### src/rtl/gpio_pad_ctrl_if.sv
// ---------------------------------------------------------------------------
// gpio_pad_ctrl_if
// Purpose : single-cycle register port between the SoC peripheral bus and the
//           GPIO controller.
// Signals : wr_en    - one-cycle write strobe
//           rd_en    - one-cycle read strobe
//           addr     - 3-bit register address
//           wr_data  - 32-bit write data
//           rd_data  - 32-bit read data, held until the next read
//           rd_valid - one-cycle pulse, rd_data valid
// Modports: master (bus side), slave (register block side)
// ---------------------------------------------------------------------------
interface gpio_pad_ctrl_if;
    logic        wr_en;
    logic        rd_en;
    logic [2:0]  addr;
    logic [31:0] wr_data;
    logic [31:0] rd_data;
    logic        rd_valid;

    modport master (
        output wr_en, rd_en, addr, wr_data,
        input  rd_data, rd_valid
    );

    modport slave (
        input  wr_en, rd_en, addr, wr_data,
        output rd_data, rd_valid
    );
endinterface

### src/rtl/gpio_pad_ctrl.sv
// ---------------------------------------------------------------------------
// gpio_pad_ctrl
// Purpose : fabric-side GPIO controller for a bank of bidirectional pad
//           wrappers. Provides OUT/OE/IN registers, rising-edge capture
//           (W1C status) with a mask and a registered level interrupt.
// Ports   : clk      - system clock
//           reset_   - asynchronous active-low reset
//           bus      - register port (gpio_pad_ctrl_if.slave)
//           irq      - level interrupt, |(RISE_STS & RISE_MASK), registered
//           pad_ena  - per-bit output enable to the pads (OE register)
//           to_pad   - per-bit output value to the pads (OUT register)
//           from_pad - per-bit raw asynchronous pad input
// Register map: 0 OUT (RW), 1 OE (RW), 2 IN (RO), 3 RISE_STS (W1C),
//               4 RISE_MASK (RW), 5..7 read 0 / writes ignored.
// Optional : define GPIO_DEBOUNCE_EN to insert a per-bit debounce counter
//            between the synchronizer and IN (DEBOUNCE_CYCLES stable cycles).
// ---------------------------------------------------------------------------
module gpio_pad_ctrl #(
    parameter int WIDTH           = 8,
    parameter int DEBOUNCE_CYCLES = 16
) (
    input  logic                 clk,
    input  logic                 reset_,
    gpio_pad_ctrl_if.slave       bus,
    output logic                 irq,
    output logic [WIDTH-1:0]     pad_ena,
    output logic [WIDTH-1:0]     to_pad,
    input  logic [WIDTH-1:0]     from_pad
);

    // Reject out-of-range configurations at elaboration time.
    if (WIDTH < 1 || WIDTH > 32 || DEBOUNCE_CYCLES < 2 || DEBOUNCE_CYCLES > 65535) begin : g_param_check
        $error("gpio_pad_ctrl: WIDTH or DEBOUNCE_CYCLES out of range");
    end

    localparam logic [2:0] ADDR_OUT  = 3'd0;
    localparam logic [2:0] ADDR_OE   = 3'd1;
    localparam logic [2:0] ADDR_IN   = 3'd2;
    localparam logic [2:0] ADDR_STS  = 3'd3;
    localparam logic [2:0] ADDR_MASK = 3'd4;

    logic [WIDTH-1:0] out_reg;
    logic [WIDTH-1:0] oe_reg;
    logic [WIDTH-1:0] sts_reg;
    logic [WIDTH-1:0] mask_reg;
    logic [WIDTH-1:0] wdata;
    logic [WIDTH-1:0] sts_clr;
    logic [WIDTH-1:0] rd_mux;
    logic [WIDTH-1:0] sync1;
    logic [WIDTH-1:0] sync2;
    logic [1:0]       sync_vld;
    logic [WIDTH-1:0] in_val;
    logic             in_valid;
    logic [WIDTH-1:0] prev;
    logic             prev_valid;
    logic [WIDTH-1:0] rise;
    logic             unused_wr_data;

    // Bits of wr_data above WIDTH have no destination.
    assign wdata          = bus.wr_data[WIDTH-1:0];
    assign unused_wr_data = ^bus.wr_data;

    assign to_pad  = out_reg;
    assign pad_ena = oe_reg;

    // Two-flop synchronizer. sync_vld tracks how many real pad samples have
    // entered the pipe since reset, so edge detection never treats the
    // reset value of the flops as a previous pad level.
    always_ff @(posedge clk or negedge reset_) begin
        if (!reset_) begin
            sync1    <= '0;
            sync2    <= '0;
            sync_vld <= '0;
        end else begin
            sync1    <= from_pad;
            sync2    <= sync1;
            sync_vld <= {sync_vld[0], 1'b1};
        end
    end

`ifdef GPIO_DEBOUNCE_EN
    localparam int             CW      = $clog2(DEBOUNCE_CYCLES + 1);
    localparam logic [CW-1:0]  CNT_MAX = CW'(DEBOUNCE_CYCLES);

    logic [WIDTH-1:0] cand;
    logic [WIDTH-1:0] in_reg;
    logic [CW-1:0]    cnt [WIDTH];
    logic             seeded;

    // Per-bit debounce. The first valid synchronized sample after reset
    // seeds both candidate and accepted value, so the initial pad level is
    // never reported as an edge. Afterwards a change reloads the candidate
    // and restarts the count; IN follows the candidate on the edge where the
    // count reaches DEBOUNCE_CYCLES.
    always_ff @(posedge clk or negedge reset_) begin
        if (!reset_) begin
            cand   <= '0;
            in_reg <= '0;
            seeded <= 1'b0;
            for (int i = 0; i < WIDTH; i++) begin
                cnt[i] <= '0;
            end
        end else if (!seeded) begin
            if (sync_vld[1]) begin
                seeded <= 1'b1;
                cand   <= sync2;
                in_reg <= sync2;
            end
        end else begin
            for (int i = 0; i < WIDTH; i++) begin
                if (sync2[i] != cand[i]) begin
                    cand[i] <= sync2[i];
                    cnt[i]  <= '0;
                end else if (cnt[i] != CNT_MAX) begin
                    cnt[i] <= cnt[i] + 1'b1;
                    if (cnt[i] == CNT_MAX - 1'b1) begin
                        in_reg[i] <= cand[i];
                    end
                end
            end
        end
    end

    assign in_val   = in_reg;
    assign in_valid = seeded;
`else
    assign in_val   = sync2;
    assign in_valid = sync_vld[1];
`endif

    // Edge history. prev_valid becomes 1 one cycle after IN first carries a
    // real pad level, which suppresses a false rise right after reset.
    always_ff @(posedge clk or negedge reset_) begin
        if (!reset_) begin
            prev       <= '0;
            prev_valid <= 1'b0;
        end else begin
            prev       <= in_val;
            prev_valid <= in_valid;
        end
    end

    always_comb begin
        rise    = '0;
        sts_clr = '0;
        if (prev_valid) begin
            rise = in_val & ~prev;
        end
        if (bus.wr_en && bus.addr == ADDR_STS) begin
            sts_clr = wdata;
        end
    end

    // CPU-writable registers. Status applies the W1C clear before OR-ing in
    // new rises, so a rise landing on the clearing edge survives.
    always_ff @(posedge clk or negedge reset_) begin
        if (!reset_) begin
            out_reg  <= '0;
            oe_reg   <= '0;
            mask_reg <= '0;
            sts_reg  <= '0;
        end else begin
            if (bus.wr_en && bus.addr == ADDR_OUT) begin
                out_reg <= wdata;
            end
            if (bus.wr_en && bus.addr == ADDR_OE) begin
                oe_reg <= wdata;
            end
            if (bus.wr_en && bus.addr == ADDR_MASK) begin
                mask_reg <= wdata;
            end
            sts_reg <= (sts_reg & ~sts_clr) | rise;
        end
    end

    // Read mux works on current register values, so a read that coincides
    // with a write to the same address returns the pre-write value.
    always_comb begin
        rd_mux = '0;
        case (bus.addr)
            ADDR_OUT:  rd_mux = out_reg;
            ADDR_OE:   rd_mux = oe_reg;
            ADDR_IN:   rd_mux = in_val;
            ADDR_STS:  rd_mux = sts_reg;
            ADDR_MASK: rd_mux = mask_reg;
            default:   rd_mux = '0;
        endcase
    end

    // Read data is captured only on a read and held until the next one;
    // irq is registered from the current status and mask.
    always_ff @(posedge clk or negedge reset_) begin
        if (!reset_) begin
            bus.rd_data  <= '0;
            bus.rd_valid <= 1'b0;
            irq          <= 1'b0;
        end else begin
            bus.rd_valid <= bus.rd_en;
            if (bus.rd_en) begin
                bus.rd_data <= 32'(rd_mux);
            end
            irq <= |(sts_reg & mask_reg);
        end
    end

endmodule
### src/flat_wrapper.sv
// flat-port wrapper written by rule: the top's interface ports become plain ports
module gpio_pad_ctrl_flat 
#(
    parameter int WIDTH           = 8,
    parameter int DEBOUNCE_CYCLES = 16
)
  (clk, reset_, irq, pad_ena, to_pad, from_pad, bus_wr_en, bus_rd_en, bus_addr, bus_wr_data, bus_rd_data, bus_rd_valid);
  gpio_pad_ctrl_if bus_i ();
  input  logic clk;
  input  logic reset_;
  output logic irq;
  output logic [WIDTH-1:0] pad_ena;
  output logic [WIDTH-1:0] to_pad;
  input  logic [WIDTH-1:0] from_pad;
  input wire logic [$bits(bus_i.wr_en)-1:0] bus_wr_en;
  input wire logic [$bits(bus_i.rd_en)-1:0] bus_rd_en;
  input wire logic [$bits(bus_i.addr)-1:0] bus_addr;
  input wire logic [$bits(bus_i.wr_data)-1:0] bus_wr_data;
  output wire logic [$bits(bus_i.rd_data)-1:0] bus_rd_data;
  output wire logic [$bits(bus_i.rd_valid)-1:0] bus_rd_valid;
  assign bus_i.wr_en = bus_wr_en;
  assign bus_i.rd_en = bus_rd_en;
  assign bus_i.addr = bus_addr;
  assign bus_i.wr_data = bus_wr_data;
  assign bus_rd_data = bus_i.rd_data;
  assign bus_rd_valid = bus_i.rd_valid;
  gpio_pad_ctrl #(.WIDTH(WIDTH), .DEBOUNCE_CYCLES(DEBOUNCE_CYCLES)) u_core (.clk(clk), .reset_(reset_), .bus(bus_i), .irq(irq), .pad_ena(pad_ena), .to_pad(to_pad), .from_pad(from_pad));
endmodule
### config.mk
export PLATFORM = sky130hd
export DESIGN_NAME = gpio_pad_ctrl_flat
export DESIGN_NICKNAME = d
export VERILOG_FILES = /design/src/rtl/gpio_pad_ctrl_if.sv /design/src/rtl/gpio_pad_ctrl.sv /design/src/flat_wrapper.sv
export SDC_FILE = /design/constraint.sdc
export NUM_CORES = 1
export LEC_CHECK = 0
export BUFFER_PORTS_ARGS = -buffer_cell sky130_fd_sc_hd__buf_4
export CAP_MARGIN = 30
export CORE_ASPECT_RATIO = 0.5
export CORE_MARGIN = 4
export CORE_UTILIZATION = 43
export DETAILED_ROUTE_END_ITERATION = 16
export PLACE_DENSITY = 0.73
export SLEW_MARGIN = 0
export SYNTH_ARGS = -nofsm -noshare
export SYNTH_HDL_FRONTEND = slang
export SYNTH_SLANG_ARGS = --single-unit
### constraint.sdc
create_clock -name clk -period 1 [get_ports clk]
set_clock_uncertainty 0.1 [all_clocks]
set_input_delay 0.1 -clock clk [delete_from_list [all_inputs] [get_ports clk]]
set_output_delay 0.1 -clock clk [all_outputs]
set_load 0.05 [all_outputs]
==> impl_table.tex, run 1 <==
\begin{tabular}{lr}
\hline
Metric & Value \\
\hline
\multicolumn{2}{l}{\textbf{Floorplan}} \\
\quad Area of the core & around 0.0063 sq mm \\
\quad Effective utilization at floorplan & 0.460 \\
\quad Cell row count & 20 \\
\quad DIE AREA & 0.00820 sq mm \\
\quad Number of placed I/O pins & between 90 and 100 \\
\quad Vertical extent of the die & around 66 um \\
\quad Die X-Extent & 124 um \\
\multicolumn{2}{l}{\textbf{Critical path}} \\
\quad Critical path data required time & around 1100 ps \\
\quad Worst flop-to-flop path startpoint & u\_core.sts\_reg[1] \\
\quad Category of the worst setup path launch point & flip-flop \\
\quad Reg-to-reg endpoint & u\_core.bus.rd\_data[1] \\
\quad CP Capture Type & flip-flop \\
\quad Worst Path Max Fanout & 2 \\
\quad Type of the setup path with the least slack & reg -> reg \\
\quad Register-to-Register Setup Slack & -330 ps \\
\quad Path depth of the worst reg2reg path & 4 \\
\quad Data arrival time at the worst-slack endpoint & $\sim$1400 ps \\
\multicolumn{2}{l}{\textbf{Power and ir drop}} \\
\quad Worst vdd ir & 0.968 mV \\
\quad Leakage dissipation & approximately 2.2 nW \\
\quad Sw Share & 0.317 \\
\quad Reg power frac & 0.336 \\
\quad Sw power & between 0.003 and 0.004 W \\
\quad Fraction of power consumed by the clock network & 0.332 \\
\quad Cell-internal power & about 0.0071 W \\
\quad Power per cell area & 2160 mW/mm\^{}2 \\
\quad Logic pwr share & 0.332 \\
\multicolumn{2}{l}{\textbf{Global route}} \\
\quad Most heavily used metal layer in global routing & met2 \\
\quad Global routing usage on met1 & 0.307 \\
\quad Met2 global-route usage & 0.343 \\
\quad Remaining global-route overflow & 0 \\
\quad Vias in the first global route & 2,469 \\
\quad First-pass GRT wire length & about 13,000 um \\
\quad GR Util All Layers & 0.221 \\
\quad Antenna violations before repair & 0 \\
\quad Met3 usage in global routing & 0.0624 \\
\quad Pin count of the biggest net entering global routing & 37 \\
\multicolumn{2}{l}{\textbf{Timing}} \\
\quad Slack of the critical path & -335 ps \\
\quad Highest achievable clock rate & approximately 750 MHz \\
\quad Final period util & 1.33 \\
\quad Final-report max-slew violation count & 0 \\
\quad Number of hold violations in the final report & 0 \\
\quad Minimum clock period after layout & approximately 1300 ps \\
\quad RSZ-0062 raised after global routing & yes \\
\quad Sum of negative setup slack & -6400 ps \\
\quad Final setup fails & between 50 and 60 \\
\multicolumn{2}{l}{\textbf{Status}} \\
\quad Violated checks & setup timing \\
\quad Status & finished with violations \\
\multicolumn{2}{l}{\textbf{Placed design}} \\
\quad Quantity of I/O buffers inserted on ports & 48 \\
\quad Post-Place Cells & 410 \\
\quad GP Congestion & between 0.8 and 0.9 \\
\quad Worst setup slack before clock tree synthesis & -405 ps \\
\quad Dpl hpwl & roughly 4900 um \\
\multicolumn{2}{l}{\textbf{Logic synthesis}} \\
\quad Adder-cell area share of the yosys netlist & 0 \\
\quad Netlist cell types & 28 \\
\quad Register bit count reported by yosys & 69 \\
\quad Multiplexer area fraction after synthesis & 0.121 \\
\quad Post-synthesis simple-gate area fraction & 0.114 \\
\quad Number of enable flip-flop cells after synthesis & 0 \\
\quad Proportion of synthesized chip area in sequential cells & 0.596 \\
\quad Most frequently used flop master after synthesis & dfrtp\_1 \\
\quad Combinational family with the most area after synthesis & multiplexers \\
\quad Xor and xnor fraction of the mapped netlist area & 0 \\
\quad Cell area after technology mapping & about 0.0029 sq mm \\
\quad Cells after Synth & approximately 240 \\
\quad Compound-cell area share of the yosys netlist & 0.0794 \\
\quad Synthesized area per cell & 12.1 sq um \\
\quad Share of flip-flops with an asynchronous set or reset after synthesis & 1.00 \\
\quad Number of synthesis warnings & 0 \\
\multicolumn{2}{l}{\textbf{Clock tree}} \\
\quad CTS max path bufs & 2 \\
\quad CTS clk-pin slew, worst paths & around 60 ps \\
\quad Clock latency on the worst-skew pair & roughly 330 ps \\
\quad Number of buffers added by the clock tree synthesis step & 9 \\
\quad CTS H-Tree Depth & 3 \\
\quad Cell at the root of the clock tree & clkbuf\_16 \\
\quad Clock sink count & 69 \\
\quad Clock tree from TritonCTS & done \\
\multicolumn{2}{l}{\textbf{Finish}} \\
\quad Relative area change from synthesis to final layout & 64.8\% \\
\quad Non-filler instance count after layout & around 470 \\
\quad Fraction of layout cells with a size suffix above 1 & 0.501 \\
\quad Final nets & between 400 and 500 \\
\quad Diodes inserted & 0 \\
\multicolumn{2}{l}{\textbf{Worst hold path}} \\
\quad Hold WC Path Type & in -> async \\
\multicolumn{2}{l}{\textbf{Detailed routing}} \\
\quad Drt total wl & 8950 um \\
\quad DRC viols & 0 \\
\quad Number of DRC markers in iteration 0 & 200 \\
\quad Via count & between 2,000 and 2,500 \\
\quad Number of vias per cell & 5.05 \\
\quad DR pass1 iterations & 4 \\
\quad Wirelength per Cell & 18.9 um \\
\quad Residual antenna-violating net count after detailed routing & 0 \\
\multicolumn{2}{l}{\textbf{Job}} \\
\quad Number of max-cap violations & 0 \\
\hline
\end{tabular}
[what timing repair did]
item / 4_1_cts / 5_1_grt
buffers inserted: 23 / 9
pin swaps: 21 / 10
hold buffers: 18 / 0
setup endpoints to repair: 51 / 63
resized for setup: 78 / 16
endpoints found under the hold margin: 111 / 0
[synthesized netlist by cell type, types with 2 or more instances]
cell type	count	area, sq um
a22oi_1	4	30.0
buf_4	27	203
conb_1	2	7.51
o21ai_0	7	35.0
o21a_1	2	15.0
mux2_2	24	270
nor2_1	14	52.6
nand3b_1	14	105
a21oi_1	14	70.1
nand2_1	24	90.1
mux2i_1	8	80.1
clkbuf_1	4	15.0
buf_2	5	25.0
a211oi_1	7	52.6
dfrtp_1	69	1730
inv_1	2	7.51
[critical path: stages, from the launching register on]
cell and delay, ps:
dfrtp_1 390, mux2i_1 260, nor2_1 90, a211oi_2 280, a21oi_1 100
[area by class of cell]
| class | instances | area [sq um] |
|---|---|---|
| sequential | 69 | 1740 |
| fill | 369 | 1530 |
| timing repair buffer | 144 | 1440 |
| multi-input combinational | 154 | 1160 |
| clock buffer | 10 | 229 |
| tap | 88 | 110 |
| clock inverter | 6 | 93.8 |
| inverter | 2 | 7.51 |
[cells by family after synthesis]
| family | Yosys count |
|---|---|
| DFF | 69 |
| other | 2 |
| muxes | 32 |
| buffers and inverters | 39 |
| AOI/OAI and AO/OA | 37 |
| and+or+nand+nor | 60 |
[power groups by stage]
stage	registers, W	logic [W]	clock network [W]
after CTS	0.00341	0.00321	0.00344
after floorplan	0.00409	0.000862	0
after global placement	0.00342	0.00241	0
after detailed placement	0.00343	0.00246	0
after global routing	0.00350	0.00358	0.00359
final	0.00347	0.00343	0.00343
[how the worst max path moves through the flow]
stage,start,end,slack (ps),cells past startpoint
6_report,u_core.sts_reg[1],u_core.bus.rd_data[1],-330,4
4_1_cts,u_core.pad_ena[5],pad_ena[5],-220,2
3_3_place_gp,bus_addr[0],u_core.pad_ena[4],-370,4
2_1_floorplan,bus_addr[2],u_core.to_pad[7],-290,3
5_1_grt,u_core.sts_reg[1],u_core.bus.rd_data[1],-340,4
3_5_place_dp,bus_addr[0],u_core.pad_ena[5],-400,4
[cells in the final DEF (no fill, tap or decap), types with 2 or more instances in the layout]
cell / instances
nand3b_1: 14
mux2i_1: 8
a21oi_2: 2
inv_6: 2
dfrtp_1: 60
buf_6: 48
a211oi_2: 7
mux2_4: 18
buf_4: 62
buf_12: 3
buf_8: 13
o21ai_0: 5
a22oi_2: 4
a21oi_1: 12
conb_1: 25
dfrtp_2: 9
mux2_2: 6
clkbuf_16: 9
o21ai_1: 2
nor2_1: 14
o21a_1: 2
dlygate4sd3_1: 18
bufinv_16: 2
nand2_1: 24
[metrics by stage]
step / utilization / power (W) / hold WS, ps / cell area, sq um
final: 0.758 / 0.0103 / 56.2 / 4780
after global routing: 0.758 / 0.0107 / 84.7 / 4780
after CTS: 0.741 / 0.0101 / 53.2 / 4680
after detailed placement: 0.586 / 0.00589 / -142 / 3700
after global placement: 0.586 / 0.00583 / -148 / 3700
after floorplan: - / 0.00495 / -296 / 3090
[per-layer routing]
| layer | share of wire | wire length (um) |
|---|---|---|
| met1 | 0.43 | 3870 |
| met2 | 0.48 | 4280 |
| met3 | 0.076 | 680 |
| met4 | 0.013 | 114 |
| met5 | 0 | 0 |
Power figures use the tool's default switching activity.
==> inputs of run 2 (changes only) <==
SKIP_CTS_REPAIR_TIMING = 1   (was default)
==> impl_table.tex, run 2 (same netlist as run 1, synthesis figures left out) <==
\begin{tabular}{lr}
\hline
Metric & Value \\
\hline
\multicolumn{2}{l}{\textbf{Status}} \\
\quad Status & finished with violations \\
\quad Violated checks & hold timing, setup timing \\
\multicolumn{2}{l}{\textbf{Global route}} \\
\quad GR Util All Layers & 0.171 \\
\quad Pin count of the biggest net entering global routing & 37 \\
\quad First-pass GRT wire length & 10,500 um \\
\quad Antenna violations before repair & 0 \\
\quad Vias in the first global route & 2,024 \\
\quad Remaining global-route overflow & 0 \\
\multicolumn{2}{l}{\textbf{Timing}} \\
\quad Sum of negative setup slack & -5910 ps \\
\quad Worst hold slack across all endpoints & -11.1 ps \\
\quad Final period util & 1.30 \\
\quad Slack of the critical path & -295 ps \\
\quad Final setup fails & 50 \\
\quad RSZ-0062 raised after global routing & yes \\
\quad Number of hold violations in the final report & 4 \\
\quad Minimum clock period after layout & about 1300 ps \\
\quad Highest achievable clock rate & 772 MHz \\
\quad Final-report max-slew violation count & 0 \\
\multicolumn{2}{l}{\textbf{Clock tree}} \\
\quad Clock latency on the worst-skew pair & about 330 ps \\
\quad CTS H-Tree Depth & 3 \\
\quad CTS max path bufs & 2 \\
\quad CTS clk-pin slew, worst paths & around 60 ps \\
\quad Cell at the root of the clock tree & clkbuf\_16 \\
\quad Number of buffers added by the clock tree synthesis step & 9 \\
\quad Clock sink count & a little under 70 \\
\quad Clock tree from TritonCTS & done \\
\multicolumn{2}{l}{\textbf{Finish}} \\
\quad Finished layout cell area & around 0.0046 sq mm \\
\quad Final nets & 409 \\
\quad \# fillers & 371 \\
\quad Leading cell types in the layout, fill and taps excluded & 59 x dfrtp\_1, 51 x buf\_4, 40 x buf\_6 \\
\quad Share of the core filled with cells in the final layout & 0.734 \\
\quad Relative area change from synthesis to final layout & 59.6\% \\
\quad Diodes inserted & 0 \\
\quad Commonest non-fill, non-tap cell in the layout & dfrtp\_1 \\
\quad Non-filler instance count after layout & $\sim$460 \\
\quad Fraction of layout cells with a size suffix above 1 & 0.480 \\
\multicolumn{2}{l}{\textbf{Critical path}} \\
\quad Category of the worst setup path launch point & flip-flop \\
\quad Critical path data required time & between 1000 and 1500 ps \\
\quad CP Capture Type & flip-flop \\
\quad Type of the setup path with the least slack & reg -> reg \\
\quad Data arrival time at the worst-slack endpoint & roughly 1400 ps \\
\quad Worst Path Max Fanout & 3 \\
\multicolumn{2}{l}{\textbf{Placed design}} \\
\quad Quantity of I/O buffers inserted on ports & between 40 and 50 \\
\quad Post-Place Cells & 410 \\
\quad GP Congestion & slightly above 0.8 \\
\quad Dpl hpwl & 4920 um \\
\quad Cell area after placement & 0.00370 sq mm \\
\multicolumn{2}{l}{\textbf{Power and ir drop}} \\
\quad Worst vdd ir & roughly 1.0 mV \\
\quad Leakage dissipation & 2.14 nW \\
\quad Power per cell area & roughly 2200 mW/mm\^{}2 \\
\multicolumn{2}{l}{\textbf{Detailed routing}} \\
\quad Number of vias per cell & 5.04 \\
\quad Drt total wl & just over 8000 um \\
\quad Residual antenna-violating net count after detailed routing & 0 \\
\quad DRC viols & 0 \\
\quad DR pass1 iterations & 5 \\
\quad Number of DRC markers in iteration 0 & about 150 \\
\quad Wirelength per Cell & about 18 um \\
\quad Via count & between 2,000 and 2,500 \\
\multicolumn{2}{l}{\textbf{Floorplan}} \\
\quad Area of the core & roughly 0.0063 sq mm \\
\quad Vertical extent of the die & between 60 and 70 um \\
\quad Number of placed I/O pins & 97 \\
\quad DIE AREA & 0.00820 sq mm \\
\quad Die X-Extent & between 100 and 150 um \\
\quad Effective utilization at floorplan & 0.460 \\
\quad Cell row count & 20 \\
\multicolumn{2}{l}{\textbf{Job}} \\
\quad Number of max-cap violations & 0 \\
\multicolumn{2}{l}{\textbf{Worst hold path}} \\
\quad Hold WC Path Type & in -> reg \\
\hline
\end{tabular}
run 2: final cells by class:
class,instances,area [sq um],area share
flip-flops and latches,69,1740,0.376
repair buffers,126,1290,0.279
multi-input cells,154,1160,0.250
clock buffers,10,229,0.0495
well taps,88,110,0.0238
clock inverters,6,93.8,0.0203
inverters,2,7.51,0.00162
run 2: routing by layer:
layer  part of all wire  wire (um)  GRT usage  up-vias
li1                   -          -          -     1017
met5                  0          0          0        -
met4              0.016        132     0.0368        0
met1               0.42       3510      0.238     1139
met3              0.088        727     0.0607       16
met2               0.47       3890      0.260      121
run 2: where the power goes:
part           total (W)  switching [W]  leakage [nW]  internal [W]
Clock            0.00342        0.00121         0.154       0.00220
Sequential       0.00347       0.000305         0.787       0.00317
Combinational    0.00319        0.00166          1.20       0.00153
Total             0.0101        0.00318          2.14       0.00690
run 2: path summary, 6_finish.rpt:
check,slack (ps),from,end,depth (start not counted)
hold reg to reg,250,u_core.sync1[2],u_core.in_val[2],0
setup / recovery,-300,u_core.in_val[0],u_core.bus.rd_data[0],4
min in group asynchronous,50,reset_,u_core.in_val[0],2
max in group asynchronous,300,reset_,u_core.pad_ena[4],3
hold / removal,-10,bus_rd_en,u_core.bus.rd_data[5],2
setup reg to reg,-300,u_core.in_val[0],u_core.bus.rd_data[0],4
run 2: through the flow:
stage | hold slack [ps] | setup slack (ps) | total power (W)
final | -11.1 | -295 | 0.0101
after global routing | 6.77 | -394 | 0.0104
after CTS | -490 | -344 | 0.00929
after detailed placement | -142 | -405 | 0.00589
after global placement | -148 | -371 | 0.00583
after floorplan | -296 | -293 | 0.00495
run 2: worst max-delay path: stages, from the launching register on:
cell	delay (ps)
dfrtp_1	400
mux2i_1	260
nor2_1	110
a211oi_2	200
a21oi_1	100
==> inputs of run 3 (changes only) <==
BUFFER_PORTS_ARGS = -buffer_cell sky130_fd_sc_hd__buf_2   (was -buffer_cell sky130_fd_sc_hd__buf_4)
PLACE_DENSITY = 0.7   (was 0.73)
TNS_END_PERCENT = 30   (was default)
clock period = 1.4 ns   (was 1 ns; I/O delays follow)
==> impl_table.tex, run 3 (same netlist as run 1, synthesis figures left out) <==
\begin{tabular}{lr}
\hline
Metric & Value \\
\hline
\multicolumn{2}{l}{\textbf{Status}} \\
\quad Status & finished clean \\
\multicolumn{2}{l}{\textbf{Floorplan}} \\
\quad Die X-Extent & between 100 and 150 um \\
\quad Effective utilization at floorplan & 0.460 \\
\quad Number of placed I/O pins & 97 \\
\quad Area of the core & about 0.0063 sq mm \\
\quad Cell row count & 20 \\
\quad DIE AREA & $\sim$0.0082 sq mm \\
\quad Vertical extent of the die & 66.1 um \\
\multicolumn{2}{l}{\textbf{Clock tree}} \\
\quad Clock sink count & roughly 70 \\
\quad CTS clk-pin slew, worst paths & approximately 50 ps \\
\quad Clock tree from TritonCTS & done \\
\quad Number of buffers added by the clock tree synthesis step & 9 \\
\quad Cell at the root of the clock tree & clkbuf\_16 \\
\quad CTS max path bufs & 2 \\
\quad CTS H-Tree Depth & 3 \\
\quad Clock latency on the worst-skew pair & around 330 ps \\
\multicolumn{2}{l}{\textbf{Placed design}} \\
\quad GP Congestion & between 0.8 and 0.9 \\
\quad Worst setup slack before clock tree synthesis & -257 ps \\
\quad Post-Place Cells & about 390 \\
\quad Quantity of I/O buffers inserted on ports & 48 \\
\quad Dpl hpwl & approximately 4400 um \\
\multicolumn{2}{l}{\textbf{Power and ir drop}} \\
\quad Cell-internal power & around 0.0042 W \\
\quad Power per cell area & 1620 mW/mm\^{}2 \\
\quad Leakage dissipation & 1.76 nW \\
\quad Worst vdd ir & roughly 0.8 mV \\
\quad Fraction of power consumed by the clock network & 0.377 \\
\quad Reg power frac & 0.398 \\
\quad Sw power & between 0.0015 and 0.002 W \\
\quad Logic pwr share & 0.225 \\
\quad Sw Share & 0.315 \\
\multicolumn{2}{l}{\textbf{Global route}} \\
\quad First-pass GRT wire length & around 10,000 um \\
\quad Pin count of the biggest net entering global routing & 70 \\
\quad Remaining global-route overflow & 0 \\
\quad GR Util All Layers & 0.168 \\
\quad Antenna violations before repair & 0 \\
\quad Vias in the first global route & $\sim$2,100 \\
\multicolumn{2}{l}{\textbf{Finish}} \\
\quad Fraction of layout cells with a size suffix above 1 & 0.357 \\
\quad Total area of multi-input combinational cells & just over 0.001 sq mm \\
\quad Commonest non-fill, non-tap cell in the layout & dfrtp\_1 \\
\quad Relative area change from synthesis to final layout & 30.4\% \\
\quad Diodes inserted & 0 \\
\quad Non-filler instance count after layout & around 420 \\
\quad \# fillers & 509 \\
\quad Final nets & 370 \\
\quad Leading cell types in the layout, fill and taps excluded & 69 x dfrtp\_1, 48 x buf\_2, 25 x conb\_1 \\
\quad Share of the core filled with cells in the final layout & 0.600 \\
\quad Register Area & around 0.0017 sq mm \\
\multicolumn{2}{l}{\textbf{Detailed routing}} \\
\quad Via count & approximately 2,000 \\
\quad Drt total wl & 6340 um \\
\quad Residual antenna-violating net count after detailed routing & 0 \\
\quad Number of DRC markers in iteration 0 & about 150 \\
\quad DRC viols & 0 \\
\quad Number of vias per cell & around 4.9 \\
\quad Wirelength per Cell & $\sim$15 um \\
\quad DR pass1 iterations & 4 \\
\multicolumn{2}{l}{\textbf{Critical path}} \\
\quad Register-to-Register Setup Slack & roughly 120 ps \\
\quad Type of the setup path with the least slack & reg -> reg \\
\quad Category of the worst setup path launch point & flip-flop \\
\quad Worst Path Max Fanout & 3 \\
\quad CP Capture Type & flip-flop \\
\quad Data arrival time at the worst-slack endpoint & 1370 ps \\
\quad Critical path data required time & 1490 ps \\
\multicolumn{2}{l}{\textbf{Timing}} \\
\quad Final-report max-slew violation count & 0 \\
\quad Worst-margin pin slew & around 540 ps \\
\quad Number of hold violations in the final report & 0 \\
\quad Final setup fails & 0 \\
\quad Final period util & 0.914 \\
\quad Slack of the critical path & 121 ps \\
\quad Minimum clock period after layout & approximately 1300 ps \\
\quad Highest achievable clock rate & 782 MHz \\
\quad Max-slew headroom & 0.637 \\
\quad RSZ-0062 raised after global routing & no \\
\multicolumn{2}{l}{\textbf{Worst hold path}} \\
\quad Hold WC Path Type & in -> reg \\
\multicolumn{2}{l}{\textbf{Job}} \\
\quad Number of max-cap violations & 0 \\
\hline
\end{tabular}
==> run 3: cell types whose count changed in the layout (fill, tap and decap cells not counted), sizes merged <==
cell         previous run  this run
dlygate4sd3            18        14
buf                   108        73
clkbuf                 10        13
inv                     4         2
bufinv                  2         1
==> run 3: critical path, cell delays in order, from the launching register on <==
cell and delay [ps]:
dfrtp_1 400, mux2i_1 150, nor2_1 60, a211oi_1 210, buf_4 170, a21oi_1 60
==> run 3: layout make-up <==
| class | instances | share of cell area |
|---|---|---|
| Inverter | 2 | 0.00199 |
| Clock buffer | 13 | 0.0715 |
| Timing Repair Buffer | 87 | 0.160 |
| Clock inverter | 3 | 0.0113 |
| Multi-Input combinational cell | 154 | 0.269 |
| Sequential cell | 69 | 0.457 |
| Tap cell | 88 | 0.0291 |
==> run 3: metrics by stage <==
| step | hold WS, ps | setup TNS (ps) | cell area, sq um | power, W |
|---|---|---|---|---|
| 4_1_cts | -264 | 0 | 3630 | 0.00613 |
| 3_3_place_gp | 82.5 | -2080 | 3310 | 0.00377 |
| 3_5_place_dp | 89.6 | -3210 | 3310 | 0.00381 |
| 6_report | 12.3 | 0 | 3780 | 0.00613 |
| 5_1_grt | 7.20 | 0 | 3780 | 0.00638 |
| 2_1_floorplan | -256 | 0 | 2990 | 0.00345 |
==> run 3: final timing paths <==
check,start,end,depth (start not counted)
setup / recovery,u_core.in_val[4],u_core.bus.rd_data[4],5
hold / removal,bus_rd_en,u_core.bus.rd_valid,1
setup reg to reg,u_core.in_val[4],u_core.bus.rd_data[4],5
hold reg to reg,u_core.sync1[3],u_core.in_val[3],0
max in group asynchronous,reset_,u_core.bus.rd_data[5],3
min in group asynchronous,reset_,u_core.to_pad[6],3
==> run 3: metal layers <==
layer / vias to the layer above / GRT usage / share of wire
met5: - / 0 / 0
met4: 0 / 0.0587 / 0.011
met3: 8 / 0.0692 / 0.073
met2: 79 / 0.259 / 0.46
met1: 1016 / 0.213 / 0.45
li1: 938 / - / -
==> run 3: power groups by stage <==
stage | sequential, W | combinational (W) | clock [W]
after detailed placement | 0.00247 | 0.00134 | 0
after global routing | 0.00247 | 0.00148 | 0.00243
after global placement | 0.00245 | 0.00132 | 0
after CTS | 0.00244 | 0.00135 | 0.00234
final | 0.00244 | 0.00138 | 0.00231
after floorplan | 0.00290 | 0.000545 | 0
